## src/rtl/fifo_pkg.sv

```systemverilog
// Shared FIFO-side types: read-drain FSM state and default widths.
package fifo_pkg;

    localparam int unsigned N_DEF     = 32;
    localparam int unsigned LEN_W_DEF = 8;

    typedef enum logic [1:0] {
        IDLE  = 2'd0,
        RUN   = 2'd1,
        DRAIN = 2'd2,
        DONE  = 2'd3
    } rd_state_t;

endpackage

```

## src/rtl/fifo_burst_reader_if.sv

```systemverilog
// FIFO read port plus valid/ready output stream seen by the burst reader.
interface fifo_burst_reader_if
    import fifo_pkg::*;
#(
    parameter int unsigned N = N_DEF
);

    logic         fifo_ren;
    logic         fifo_empty;
    logic [N-1:0] fifo_rdata;

    logic         m_valid;
    logic         m_ready;
    logic [N-1:0] m_data;
    logic         m_last;

    // Reader side: drives the FIFO read enable and the output stream.
    modport master (
        output fifo_ren,
        input  fifo_empty,
        input  fifo_rdata,
        output m_valid,
        input  m_ready,
        output m_data,
        output m_last
    );

    // Environment side: the FIFO plus the downstream consumer.
    modport slave (
        input  fifo_ren,
        output fifo_empty,
        output fifo_rdata,
        input  m_valid,
        output m_ready,
        input  m_data,
        input  m_last
    );

endinterface

```

## src/rtl/fifo_burst_reader_skid_buf2.sv

```systemverilog
// Two-entry in-order queue with a last flag per word; head entry drives the stream.
module skid_buf2
    import fifo_pkg::*;
#(
    parameter int unsigned W = N_DEF
) (
    input  logic         clk,
    input  logic         rst,
    input  logic         push,
    input  logic [W-1:0] push_data,
    input  logic         push_last,
    input  logic         pop,
    output logic [1:0]   occ,
    output logic         head_valid,
    output logic [W-1:0] head_data,
    output logic         head_last
);

    logic [1:0]   occ_q, occ_d;
    logic [W-1:0] data0_q, data0_d, data1_q, data1_d;
    logic         last0_q, last0_d, last1_q, last1_d;
    logic         do_pop_c, do_push_c;

    // Pop shifts entry 1 forward; push then lands in the first free slot.
    always_comb begin
        occ_d     = occ_q;
        data0_d   = data0_q;
        data1_d   = data1_q;
        last0_d   = last0_q;
        last1_d   = last1_q;
        do_pop_c  = pop && (occ_q != 2'd0);
        do_push_c = push && ((occ_q != 2'd2) || do_pop_c);

        if (do_pop_c) begin
            data0_d = data1_q;
            last0_d = last1_q;
            occ_d   = occ_q - 2'd1;
        end

        if (do_push_c) begin
            if (occ_d == 2'd0) begin
                data0_d = push_data;
                last0_d = push_last;
            end else begin
                data1_d = push_data;
                last1_d = push_last;
            end
            occ_d = occ_d + 2'd1;
        end
    end

    always_ff @(posedge clk or posedge rst) begin
        if (rst) begin
            occ_q   <= 2'd0;
            data0_q <= '0;
            data1_q <= '0;
            last0_q <= 1'b0;
            last1_q <= 1'b0;
        end else begin
            occ_q   <= occ_d;
            data0_q <= data0_d;
            data1_q <= data1_d;
            last0_q <= last0_d;
            last1_q <= last1_d;
        end
    end

    assign occ        = occ_q;
    assign head_valid = (occ_q != 2'd0);
    assign head_data  = data0_q;
    assign head_last  = last0_q && (occ_q != 2'd0);

endmodule

```

## src/rtl/fifo_burst_reader.sv

```systemverilog
// Drains exactly len words from a synchronous FIFO onto a valid/ready stream,
// hiding the FIFO read latency behind a two-entry skid buffer.
module fifo_burst_reader
    import fifo_pkg::*;
#(
    parameter int unsigned N     = N_DEF,
    parameter int unsigned LEN_W = LEN_W_DEF
) (
    input  logic               clk,
    input  logic               rst,
    input  logic               start,
    input  logic [LEN_W-1:0]   len,
    output logic               busy,
    output logic               done,
    fifo_burst_reader_if.master bus
);

    localparam logic [1:0] S_IDLE  = 2'(IDLE);
    localparam logic [1:0] S_RUN   = 2'(RUN);
    localparam logic [1:0] S_DRAIN = 2'(DRAIN);
    localparam logic [1:0] S_DONE  = 2'(DONE);

    logic [1:0]       state_q, state_d;
    logic [LEN_W-1:0] issue_cnt_q, issue_cnt_d;
    logic [LEN_W-1:0] out_cnt_q, out_cnt_d;
    logic             rd_pend_q, rd_pend_d;
    logic             rd_last_q, rd_last_d;

    logic [1:0]       occ;
    logic             head_valid;
    logic             head_last;
    logic [N-1:0]     head_data;
    logic             pop_c;
    logic             ren_c;

    assign pop_c = head_valid && bus.m_ready;

    // Reads in flight after this cycle (buffered + pending - popped) must stay below 2.
    assign ren_c = (state_q == S_RUN) && (issue_cnt_q != '0) && !bus.fifo_empty &&
                   ((3'(occ) + 3'(rd_pend_q)) < (3'd2 + 3'(pop_c)));

    always_comb begin
        state_d     = state_q;
        issue_cnt_d = issue_cnt_q;
        out_cnt_d   = out_cnt_q;
        rd_pend_d   = ren_c;
        rd_last_d   = ren_c && (issue_cnt_q == LEN_W'(1));

        if (ren_c) begin
            issue_cnt_d = issue_cnt_q - LEN_W'(1);
        end
        if (pop_c && (out_cnt_q != '0)) begin
            out_cnt_d = out_cnt_q - LEN_W'(1);
        end

        case (state_q)
            S_IDLE: begin
                if (start) begin
                    if (len != '0) begin
                        issue_cnt_d = len;
                        out_cnt_d   = len;
                        state_d     = S_RUN;
                    end else begin
                        state_d = S_DONE;
                    end
                end
            end
            S_RUN: begin
                if (ren_c && (issue_cnt_q == LEN_W'(1))) begin
                    state_d = S_DRAIN;
                end
            end
            S_DRAIN: begin
                if (pop_c && (out_cnt_q == LEN_W'(1))) begin
                    state_d = S_DONE;
                end
            end
            default: begin
                state_d = S_IDLE;
            end
        endcase
    end

    always_ff @(posedge clk or posedge rst) begin
        if (rst) begin
            state_q     <= S_IDLE;
            issue_cnt_q <= '0;
            out_cnt_q   <= '0;
            rd_pend_q   <= 1'b0;
            rd_last_q   <= 1'b0;
        end else begin
            state_q     <= state_d;
            issue_cnt_q <= issue_cnt_d;
            out_cnt_q   <= out_cnt_d;
            rd_pend_q   <= rd_pend_d;
            rd_last_q   <= rd_last_d;
        end
    end

    // FIFO data arrives the cycle after a read and is captured on that cycle's edge.
    skid_buf2 #(
        .W (N)
    ) u_skid (
        .clk        (clk),
        .rst        (rst),
        .push       (rd_pend_q),
        .push_data  (bus.fifo_rdata),
        .push_last  (rd_last_q),
        .pop        (pop_c),
        .occ        (occ),
        .head_valid (head_valid),
        .head_data  (head_data),
        .head_last  (head_last)
    );

    assign bus.fifo_ren = ren_c;
    assign bus.m_valid  = head_valid;
    assign bus.m_data   = head_data;
    assign bus.m_last   = head_last;
    assign busy         = (state_q != S_IDLE);
    assign done         = (state_q == S_DONE);

endmodule

```

## src/flat_wrapper.sv

```systemverilog
// flat-port wrapper written by rule: the top's interface ports become plain ports
module fifo_burst_reader_flat import fifo_pkg::*;
#(
    parameter int unsigned N     = N_DEF,
    parameter int unsigned LEN_W = LEN_W_DEF
)
  (clk, rst, start, len, busy, done, bus_fifo_ren, bus_fifo_empty, bus_fifo_rdata, bus_m_valid, bus_m_ready, bus_m_data, bus_m_last);
  fifo_burst_reader_if #(.N(N)) bus_i ();
  input  logic clk;
  input  logic rst;
  input  logic start;
  input  logic [LEN_W-1:0] len;
  output logic busy;
  output logic done;
  output wire logic [$bits(bus_i.fifo_ren)-1:0] bus_fifo_ren;
  input wire logic [$bits(bus_i.fifo_empty)-1:0] bus_fifo_empty;
  input wire logic [$bits(bus_i.fifo_rdata)-1:0] bus_fifo_rdata;
  output wire logic [$bits(bus_i.m_valid)-1:0] bus_m_valid;
  input wire logic [$bits(bus_i.m_ready)-1:0] bus_m_ready;
  output wire logic [$bits(bus_i.m_data)-1:0] bus_m_data;
  output wire logic [$bits(bus_i.m_last)-1:0] bus_m_last;
  assign bus_fifo_ren = bus_i.fifo_ren;
  assign bus_i.fifo_empty = bus_fifo_empty;
  assign bus_i.fifo_rdata = bus_fifo_rdata;
  assign bus_m_valid = bus_i.m_valid;
  assign bus_i.m_ready = bus_m_ready;
  assign bus_m_data = bus_i.m_data;
  assign bus_m_last = bus_i.m_last;
  fifo_burst_reader #(.N(N), .LEN_W(LEN_W)) u_core (.clk(clk), .rst(rst), .start(start), .len(len), .busy(busy), .done(done), .bus(bus_i));
endmodule
```

## config.mk

```make
export PLATFORM = sky130hd
export DESIGN_NAME = fifo_burst_reader_flat
export DESIGN_NICKNAME = d
export VERILOG_FILES = /design/src/rtl/fifo_pkg.sv /design/src/rtl/fifo_burst_reader_if.sv /design/src/rtl/fifo_burst_reader_skid_buf2.sv /design/src/rtl/fifo_burst_reader.sv /design/src/flat_wrapper.sv
export SDC_FILE = /design/constraint.sdc
export NUM_CORES = 1
export LEC_CHECK = 0
export CORE_ASPECT_RATIO = 1.4
export CORE_MARGIN = 2
export CORE_UTILIZATION = 30
export DETAILED_ROUTE_END_ITERATION = 8
export PLACE_DENSITY = 0.55
export SETUP_SLACK_MARGIN = 0.5
export SYNTH_ARGS = -nofsm -noshare
export SYNTH_HDL_FRONTEND = slang
export SYNTH_HIERARCHICAL = 1
export SYNTH_SLANG_ARGS = --single-unit
```

## constraint.sdc

```tcl
create_clock -name clk -period 3.8 [get_ports clk]
set_clock_uncertainty 0.1 [all_clocks]
set_input_delay 0.57 -clock clk [delete_from_list [all_inputs] [get_ports clk]]
set_output_delay 0.57 -clock clk [all_outputs]
set_load 0.01 [all_outputs]
```

==> flow_summary_export.csv, run 1 <==
group,metric,value,unit
route,drt_iter0_drc,128,
setup_path,r2r_slack,880,ps
placement,hpwl,7471,um
clock_network,clock_latency,340,ps
clock_network,clkTransAtPathRegs,60,ps
route,vias_per_cell,4.970,
logic_synthesis,synth_ff_type,"dfrtp_1",
global_routing,grt_overflow,0,
min_path,min_to,"u_core/u_skid/data1_q[0]",
logic_synthesis,syn_area_per_cell,13.18,sq um
flow_run,drv_cap,0,
die,coreArea,15120,sq um
logic_synthesis,ys_types,56,
setup_path,worst-path-max-fanout,7,
die,initial_core_util,30.77,%
timing,hold_ws,386.5,ps
die,row_count,53,
logic_synthesis,ys_seq_area_share,47.34,%
placement,place.gp.congestion,0.8115,
cells_and_area,drive_above_1_share,29.25,%
placement,portBuffers,81,
die,die_h,151.3,um
timing,slew_headroom,46.63,%
global_routing,grt_usage,13.04,%
logic_synthesis,synth-compound-area-share,7.854,%
global_routing,grt_pass1_wl,16840,um
logic_synthesis,ys_warn_count,6,
setup_path,rr_endpoint,"u_core/u_skid/data1_q[15]",
timing,timing.final.crit_share,80.27,%
setup_path,cp_slowest_stage_delay,480,ps
route,wl_per_cell,16.36,um
clock_network,cts_root_buf,"clkbuf_16",
logic_synthesis,synthTopCellsByArea,"dfrtp_1, mux2_2, mux2_4, ha_1, buf_6",
clock_network,h-tree-depth,3,
cells_and_area,seq_area,2203,sq um
min_path,min_delay_path_depth,1,
timing,hold_viol_final,0,
status,outcome,"finished, final reports clean",
logic_synthesis,synth-seq-cells,88,
power_and_ir_drop,ir_drop,0.0002873,V
setup_path,path_cells,"ha_1, ha_1, or3b_2, a21o_1, nor2_1, dlygate4sd2_1",
route,num_vias,3146,
clock_network,cts_inserted_buffers,9,
route,drcViolationCount,0,
clock_network,clockBufferDepth,2,
clock_network,cts_tree,"yes",
die,io_pins,82,
timing,setup_tns,0,ps
cells_and_area,nets,497,
setup_path,arrival,2380,ps
min_path,hold_class,"register to register",
logic_synthesis,synthMuxAreaShare,27.49,%
timing,grt_setup_unrepaired,"false",
timing,worst_pin_slew,799.7,ps
power_and_ir_drop,leakage,2.536,nW
min_path,min_from,"u_core/u_skid/data1_q[0]",
logic_synthesis,syn_area,4652,sq um
setup_path,path_buf_inv,1,
cells_and_area,syn2layout_area_growth,28.08,%
logic_synthesis,synth_top_family_by_area,"multiplexers",
timing,max_freq,327.8,MHz
setup_path,critical_path.top_delay_family,"simple AND/OR/NAND/NOR gates",
cells_and_area,multiInputGateArea,2246,sq um
logic_synthesis,syn_nets,413,
setup_path,critPathRequiredTime,3130,ps
logic_synthesis,yosys.area.top_type,"dfrtp_1",
setup_path,endpoint_kind,"output pin",
cells_and_area,nFillCells,1460,
die,die_x,109.2,um
clock_network,postCtsSetupBuffers,0,
setup_path,crit_slowest_cell,"or3b_2",
setup_path,cp_common_cell,"ha_1",
global_routing,grt_antenna_before_repair,0,
logic_synthesis,synth_fa_ha_area_share,4.034,%
setup_path,path_class,"register to output pin",
cells_and_area,diodes,0,
setup_path,reg2reg_from,"u_core/u_skid/occ[0]",
timing,setup_violations,0,
power_and_ir_drop,power.density,841.4,nW/um^2
logic_synthesis,syn_inst,353,
logic_synthesis,synth-edff-count,0,
logic_synthesis,synth-xor-area-share,0.9414,%
route,wl,10360,um
logic_synthesis,synth_top_area_share,47.34,%
route,firstDrtPassIters,4,
global_routing,grt_start_max_net_pins,33,
timing,period_minus_slack,3050,ps
setup_path,start_kind,"register",
route,antenna_left,0,
die,fp.dieArea,16530,sq um
global_routing,grt_pass1_vias,3409,
logic_synthesis,async_flop_share,100.0,%
clock_network,cts_sinks,88,
timing,maxSlewViolCount,0,
setup_path,worst_r2r_path_depth,12,
logic_synthesis,yosys.area_share.simple,7.961,%
[worst max-delay path by stage]
| stage | startpoint | end | slack (ps) | cells after the start |
|---|---|---|---|---|
| 6_report | u_core/rd_pend_q | bus_fifo_ren | 750 | 6 |
| 5_1_grt | u_core/issue_cnt_q[4] | bus_fifo_ren | 540 | 4 |
| 4_1_cts | u_core/rd_pend_q | bus_fifo_ren | 720 | 6 |
| 3_5_place_dp | bus_m_ready | u_core/u_skid/data1_q[8] | 670 | 10 |
| 3_3_place_gp | bus_fifo_empty | bus_fifo_ren | 640 | 5 |
| 2_1_floorplan | u_core/u_skid/occ[0] | u_core/u_skid/data1_q[24] | 1050 | 14 |
[metrics by stage]
| step | power [mW] | utilization [%] | cell area, sq um | worst slack (ps) | cells |
|---|---|---|---|---|---|
| final | 5.013 | 39.41 | 5958 | 749.6 | 633 |
| after CTS | 5.088 | 39.41 | 5958 | 716.3 | 633 |
| after floorplan | 3.345 | - | 4652 | 1051 | 353 |
| after detailed placement | 4.103 | 37.31 | 5640 | 670.7 | 618 |
| after global routing | 5.367 | 39.41 | 5958 | 541.0 | 633 |
| after global placement | 4.031 | 37.31 | 5640 | 639.1 | 618 |
[cells in the final DEF (no fill, tap or decap), types with 3 or more instances in the layout]
cell type,instances
a21oi_1,4
a32oi_1,3
buf_4,5
clkbuf_16,9
clkdlybuf4s50_1,80
dfrtp_1,87
ha_1,15
inv_1,16
mux2_1,4
mux2_2,62
mux2_4,33
mux2i_1,4
nand2_1,14
nand2b_1,3
nand4_1,4
nor2_1,9
nor3_1,3
o211ai_1,6
o21ai_0,8
o31ai_1,3
or3b_2,3
or4_1,5
xnor2_1,5
[routing by layer]
layer  GRT usage, %  wire length [um]
met1          15.10              4348
met2          23.70              5335
met3          3.055               554
met4          3.734               118
met5              0                 0
[logic make-up after synthesis]
| logic type | count (synthesis) |
|---|---|
| AOI/OAI and AO/OA | 48 |
| xor gates and xnor gates | 5 |
| adders and majority gates | 15 |
| buffers and inverters | 32 |
| DFF | 88 |
| muxes | 103 |
| and+or+nand+nor | 62 |
[state kept, by name, summed over array words and instances, names as in the netlist]
| signal | cells |
|---|---|
| u_core/u_skid/last0_q | 1 |
| u_core/rd_pend_q | 1 |
| u_core/rd_last_q | 1 |
| u_core/out_cnt_q | 8 |
| u_core/issue_cnt_q | 8 |
| u_core/u_skid/head_data | 32 |
| u_core/u_skid/occ | 2 |
| u_core/state_q | 2 |
| u_core/u_skid/last1_q | 1 |
| u_core/u_skid/data1_q | 32 |
[cell type report]
cell class	instances	area share, %
clock inverter	6	1.554
tap	192	4.032
timing repair buffer	88	14.89
multi-input combinational	233	37.69
inverter	17	1.071
sequential	88	36.98
clock buffer	9	3.780
[Yosys cell counts, types with 3 or more instances]
cell type,instances
a21oi_1,4
a32oi_1,3
buf_6,11
clkbuf_1,3
dfrtp_1,88
ha_1,15
inv_1,17
mux2_1,4
mux2_2,62
mux2_4,33
mux2i_1,4
nand2_1,14
nand2b_1,3
nand4_1,4
nor2_1,9
nor3_1,3
o211ai_1,6
o21ai_0,8
o31ai_1,3
or3b_2,3
or4_1,5
xnor2_1,5
[where the power goes]
part	internal (mW)	switching, mW	leakage [nW]	total, mW
combinational	1.42	0.940	1.32	2.36
sequential	1.40	0.294	1.06	1.70
clock	0.577	0.380	0.149	0.957
[what timing repair did]
action	in CTS	in global routing
hold buffers	0	0
endpoints found under the setup margin	1	0
gates resized for setup	2	0
No activity file was read; power rests on OpenSTA's default activity.
==> inputs of run 2 (changes only) <==
PLACE_DENSITY = 0.57   (was 0.55)
clock period = 2.7 ns   (was 3.8 ns; I/O delays follow)
==> run 2 against run 1 <==
  * Core utilization grew 4.6 points
  * Design area grew 12%
  * Global-route usage grew 1.2 points
  * Sequential cell count is the same
  * Combinational power grew 78%
  * Sequential share of layout area shrank 3.8 points
  * Die area is the same
==> flow_summary_export.csv, run 2 (synthesis results as in run 1) <==
group,metric,value,unit
route,drt_iter0_drc,65,
setup_path,path_buf_inv,7,
setup_path,critical_path.top_delay_family,"buffers and inverters",
setup_path,arrival,2590,ps
placement,place_area,5774,sq um
min_path,hold_class,"register to register",
timing,grt_setup_unrepaired,"true",
die,initial_core_util,30.77,%
setup_path,critPathRequiredTime,2820,ps
die,row_count,53,
die,die_x,109.2,um
route,antenna_left,0,
timing,worst_pin_slew,648.9,ps
timing,hold_viol_final,0,
cells_and_area,drive_above_1_share,39.53,%
global_routing,grt_pass1_wl,18290,um
clock_network,clock_latency,330,ps
route,met1Wirelength,4802,um
timing,timing.final.crit_share,91.51,%
route,top_layer,"met4",
global_routing,grt_overflow,0,
power_and_ir_drop,leakage,2.884,nW
flow_run,drv_cap,0,
cells_and_area,diodes,0,
global_routing,grt_start_max_net_pins,69,
route,wl,11720,um
route,wl_per_cell,17.62,um
timing,setup_tns,0,ps
setup_path,cp_slowest_stage_delay,400,ps
global_routing,grt_antenna_before_repair,0,
cells_and_area,layout_common_cells,"dfrtp_1, clkdlybuf4s50_1, mux2_4",
setup_path,endpoint_kind,"register",
setup_path,worst-path-max-fanout,8,
route,firstDrtPassIters,4,
die,io_pins,82,
clock_network,postCtsHoldBufs,0,
global_routing,grt_usage,14.27,%
route,route.met2.wl,6120,um
die,coreArea,15120,sq um
route,drcViolationCount,0,
setup_path,crit_slowest_cell,"dfrtp_1",
power_and_ir_drop,power.density,1184,nW/um^2
cells_and_area,syn2layout_area_growth,43.01,%
placement,hpwl,7378,um
clock_network,clockBufferDepth,2,
setup_path,path_class,"register to register",
power_and_ir_drop,ir_drop,0.0004738,V
placement,place.gp.congestion,0.8582,
setup_path,start_kind,"register",
clock_network,cts_inserted_buffers,9,
cells_and_area,nets,528,
die,fp.dieArea,16530,sq um
global_routing,grt_pass1_vias,3612,
route,vias_per_cell,5.092,
die,die_h,151.3,um
clock_network,cts_root_buf,"clkbuf_16",
setup_path,path_cells,"buf_6, inv_4, ha_4, inv_4, nand2_4, inv_4, nand2b_4, nor2_2, a21oi_2, ha_2, nand2_2, a21oi_4, buf_6, buf_6, buf_16, mux2_4",
clock_network,clkTransAtPathRegs,70,ps
route,wl_met3,621,um
timing,fin_ws,229.3,ps
cells_and_area,mostFrequentLayoutCell,"dfrtp_1",
timing,hold_ws,392.0,ps
clock_network,h-tree-depth,3,
cells_and_area,finish.instance_area,6653,sq um
status,outcome,"finished, final reports clean",
timing,max_freq,404.7,MHz
clock_network,cts_sinks,88,
timing,period_minus_slack,2471,ps
clock_network,cts_tree,"yes",
route,num_vias,3386,
timing,slew_headroom,56.34,%
timing,setup_violations,0,
placement,place_ws,45.35,ps
placement,portBuffers,81,
timing,maxSlewViolCount,0,
[run 2: cell count changes in the layout (fill, tap and decap cells not counted), sizes merged]
cell / delta
dlygate4sd2: +1
clkinv: +2
buf: +32
clkbuf: +1
clkinvlp: -1
dlymetal6s2s: +1
bufinv: -1
clkdlybuf4s50: -3
[run 2: timing repair]
item / in CTS / in global routing
pin swaps: 7 / 7
endpoints found under the setup margin: 75 / 79
resized for setup: 65 / 24
cloned: 4 / 0
setup buffers: 17 / 1
[run 2: worst reg2reg max path, delay by kind of cell (launching register included)]
| kind | cells | cell delay, ps |
|---|---|---|
| buffers and inverters | 7 | 640 |
| AND/OR/NAND/NOR | 4 | 270 |
| AO/OA/AOI/OAI | 2 | 280 |
| flip-flops | 1 | 400 |
| multiplexers | 1 | 310 |
| adder cells (fa/ha/maj) | 2 | 350 |
[run 2: cell type report]
class                           instances  area [sq um]
Fill cell                            1406          8467
Multi-Input combinational cell        233          2541
Sequential cell                        88          2205
Timing Repair Buffer                  119          1279
Tap cell                              192         240.2
Clock buffer                           10         239.0
Inverter                               17         75.07
Clock inverter                          6         73.82
[run 2: worst paths after layout]
check	end	cells past startpoint	slack (ps)	start
worst min register to register	u_core/u_skid/last1_q	1	390	u_core/u_skid/last1_q
max in group asynchronous	u_core/u_skid/occ[1]	3	1700	rst
worst min-delay path	u_core/u_skid/last1_q	1	390	u_core/u_skid/last1_q
worst max register to register	u_core/u_skid/head_data[18]	16	230	u_core/u_skid/occ[0]
worst max-delay path	u_core/u_skid/head_data[18]	16	230	u_core/u_skid/occ[0]
min in group asynchronous	u_core/state_q[1]	3	410	rst
[run 2: per-stage QoR]
stage                     instances  util, %  power, mW
after global routing            665    44.00      8.370
after CTS                       664    43.24      7.782
after floorplan                 353        -      4.777
final                           665    44.00      7.879
after global placement          627    38.19      5.807
after detailed placement        627    38.19      5.934
[run 2: report_power, final]
| part | total, mW | internal [mW] | switching [mW] |
|---|---|---|---|
| clock | 1.29 | 0.756 | 0.538 |
| sequential | 2.40 | 1.97 | 0.424 |
| combinational | 4.19 | 2.59 | 1.60 |
| total | 7.88 | 5.32 | 2.56 |
[run 2: per-layer routing]
layer	track usage [%]	up-vias
met5	0	-
met4	5.253	0
met3	2.926	21
met2	25.68	114
met1	16.50	1718
li1	-	1533
==> inputs of run 3 (changes only) <==
CORE_ASPECT_RATIO = 0.5   (was 1.4)
GPL_ROUTABILITY_DRIVEN = 0   (was unset)
PLACE_DENSITY = 0.55   (was 0.57)
clock period = 2.4 ns   (was 2.7 ns; I/O delays follow)
==> run 3 against run 2 <==
  * Clock-buffer cell count unchanged
  * Combinational power up 28%
  * Final cell count up 6.8%
  * Critical path type unchanged
  * Largest power group unchanged
  * Power up 23%
  * Worst setup slack worse by 350 ps
  * Wire length up 2.2%
  * Sequential power up 13%
  * The run now ends with negative setup slack left
  * Register-to-register slack worse by 350 ps
  * Hold slack worse by 60 ps
==> flow_summary_export.csv, run 3 (synthesis results as in run 1) <==
group,metric,value,unit
die,die_h,92.06,um
placement,portBuffers,81,
min_path,hold_class,"input pin to async pin",
cells_and_area,syn2layout_area_growth,56.05,%
route,vias_per_cell,4.768,
global_routing,grt_overflow,0,
timing,timing.final.crit_share,105.2,%
global_routing,grt_usage,14.59,%
timing,hold_ws,332.1,ps
setup_path,critPathRequiredTime,2520,ps
cells_and_area,instances_no_fill,710,
route,drt_iter0_drc,117,
global_routing,met2_usage,24.71,%
timing,period_minus_slack,2525,ps
placement,dp.cells,664,
cells_and_area,mostFrequentLayoutCell,"dfrtp_1",
die,die_x,180.1,um
route,antenna_left,0,
setup_path,path_class,"register to register",
cells_and_area,nets,562,
clock_network,cts_inserted_buffers,9,
power_and_ir_drop,finalPower,9.702,mW
global_routing,grt_start_max_net_pins,29,
clock_network,cts_sinks,88,
setup_path,endpoint_kind,"register",
route,wl_per_cell,16.86,um
die,fp.dieArea,16580,sq um
cells_and_area,layout_common_cells,"dfrtp_1, mux2_4, clkdlybuf4s50_1",
die,io_pins,82,
die,row_count,32,
timing,hold_viol_final,0,
status,failed_checks,"negative setup slack",
clock_network,h-tree-depth,3,
timing,max_freq,396.1,MHz
clock_network,clkTransAtPathRegs,60,ps
clock_network,cts_root_buf,"clkbuf_16",
route,drcViolationCount,0,
die,initial_core_util,30.42,%
placement,place_area,6042,sq um
timing,slew_headroom,66.92,%
power_and_ir_drop,leakage,3.158,nW
global_routing,grt_antenna_before_repair,0,
route,num_vias,3385,
timing,grt_setup_unrepaired,"true",
global_routing,grt_pass1_wl,19160,um
cells_and_area,multiInputGateArea,2719,sq um
power_and_ir_drop,ir_drop,0.0005841,V
clock_network,cts_tree,"yes",
route,wl,11970,um
global_routing,grt_use_met3,2.859,%
cells_and_area,seq_area,2205,sq um
global_routing,grt_use_met1,19.42,%
cells_and_area,diodes,0,
status,outcome,"finished, violations left",
cells_and_area,drive_above_1_share,47.63,%
timing,setup_violations,61,
timing,worst_pin_slew,492.0,ps
clock_network,clockBufferDepth,2,
global_routing,grt.busiest_layer,"met2",
setup_path,start_kind,"register",
cells_and_area,nFillCells,1376,
cells_and_area,finish.instance_area,7259,sq um
power_and_ir_drop,power.density,1336,nW/um^2
clock_network,clock_latency,340,ps
flow_run,drv_cap,0,
timing,fin_ws,-124.9,ps
global_routing,grt_pass1_vias,3595,
die,coreArea,15290,sq um
setup_path,worst-path-max-fanout,6,
placement,hpwl,7551,um
route,firstDrtPassIters,4,
setup_path,arrival,2640,ps
timing,maxSlewViolCount,0,
run 3: report_power, final:
group          internal [mW]  switching (mW)  leakage [nW]
Combinational           3.37            2.00          1.93
Clock                   1.04           0.574         0.169
Sequential              2.22           0.494          1.06
Total                   6.63            3.07          3.16
run 3: what timing repair did:
| item | 4_1_cts | 5_1_grt |
|---|---|---|
| resized for setup | 122 | 32 |
| gates cloned | 5 | 1 |
| pin swaps | 18 | 17 |
| hold buffers | 0 | 0 |
| buffers inserted | 18 | 7 |
| setup endpoints to repair | 85 | 92 |
run 3: cell type report:
class                   count  area share, %
well taps                 204          3.516
repair buffers            153          22.91
flip-flops and latches     88          30.37
multi-input cells         233          37.45
clock buffers              10          3.292
clock inverters             5          1.431
inverters                  17          1.034
run 3: per-stage QoR:
stage | setup slack [ps] | setup TNS, ps | util [%]
floorplan | -79.30 | -4461 | -
global placement | -111.9 | -4699 | 39.50
detailed placement | -128.4 | -6526 | 39.50
CTS | -67.96 | -1252 | 46.08
global route | -241.4 | -11750 | 47.46
finish | -124.9 | -4190 | 47.46
run 3: worst paths after layout:
path / slack (ps) / cells past startpoint / start / to
max reg2reg: -120 / 16 / u_core/u_skid/occ[0] / u_core/u_skid/head_data[6]
min in group clk: 410 / 1 / u_core/u_skid/data1_q[20] / u_core/u_skid/data1_q[20]
max: -120 / 16 / u_core/u_skid/occ[0] / u_core/u_skid/head_data[6]
min reg2reg: 410 / 1 / u_core/u_skid/data1_q[20] / u_core/u_skid/data1_q[20]
max in group asynchronous: 1360 / 3 / rst / u_core/u_skid/head_data[22]
min: 330 / 2 / rst / u_core/u_skid/head_data[4]
run 3: per-layer routing:
| metal | up-vias | share of wire [%] |
|---|---|---|
| met4 | 0 | 1.0 |
| met2 | 51 | 49 |
| met5 | - | 0 |
| li1 | 1594 | - |
| met1 | 1728 | 47 |
| met3 | 12 | 2.9 |
run 3: critical path, cell delays in order, from the launching register on:
cell	delay [ps]
dfrtp_1	400
buf_6	130
inv_4	50
ha_4	160
inv_4	40
nand2_4	70
inv_4	40
nand2b_4	70
nor2_1	50
a21oi_1	170
ha_2	220
nand2_2	60
a21oi_4	140
buf_6	150
buf_12	110
buf_12	120
mux2_4	300
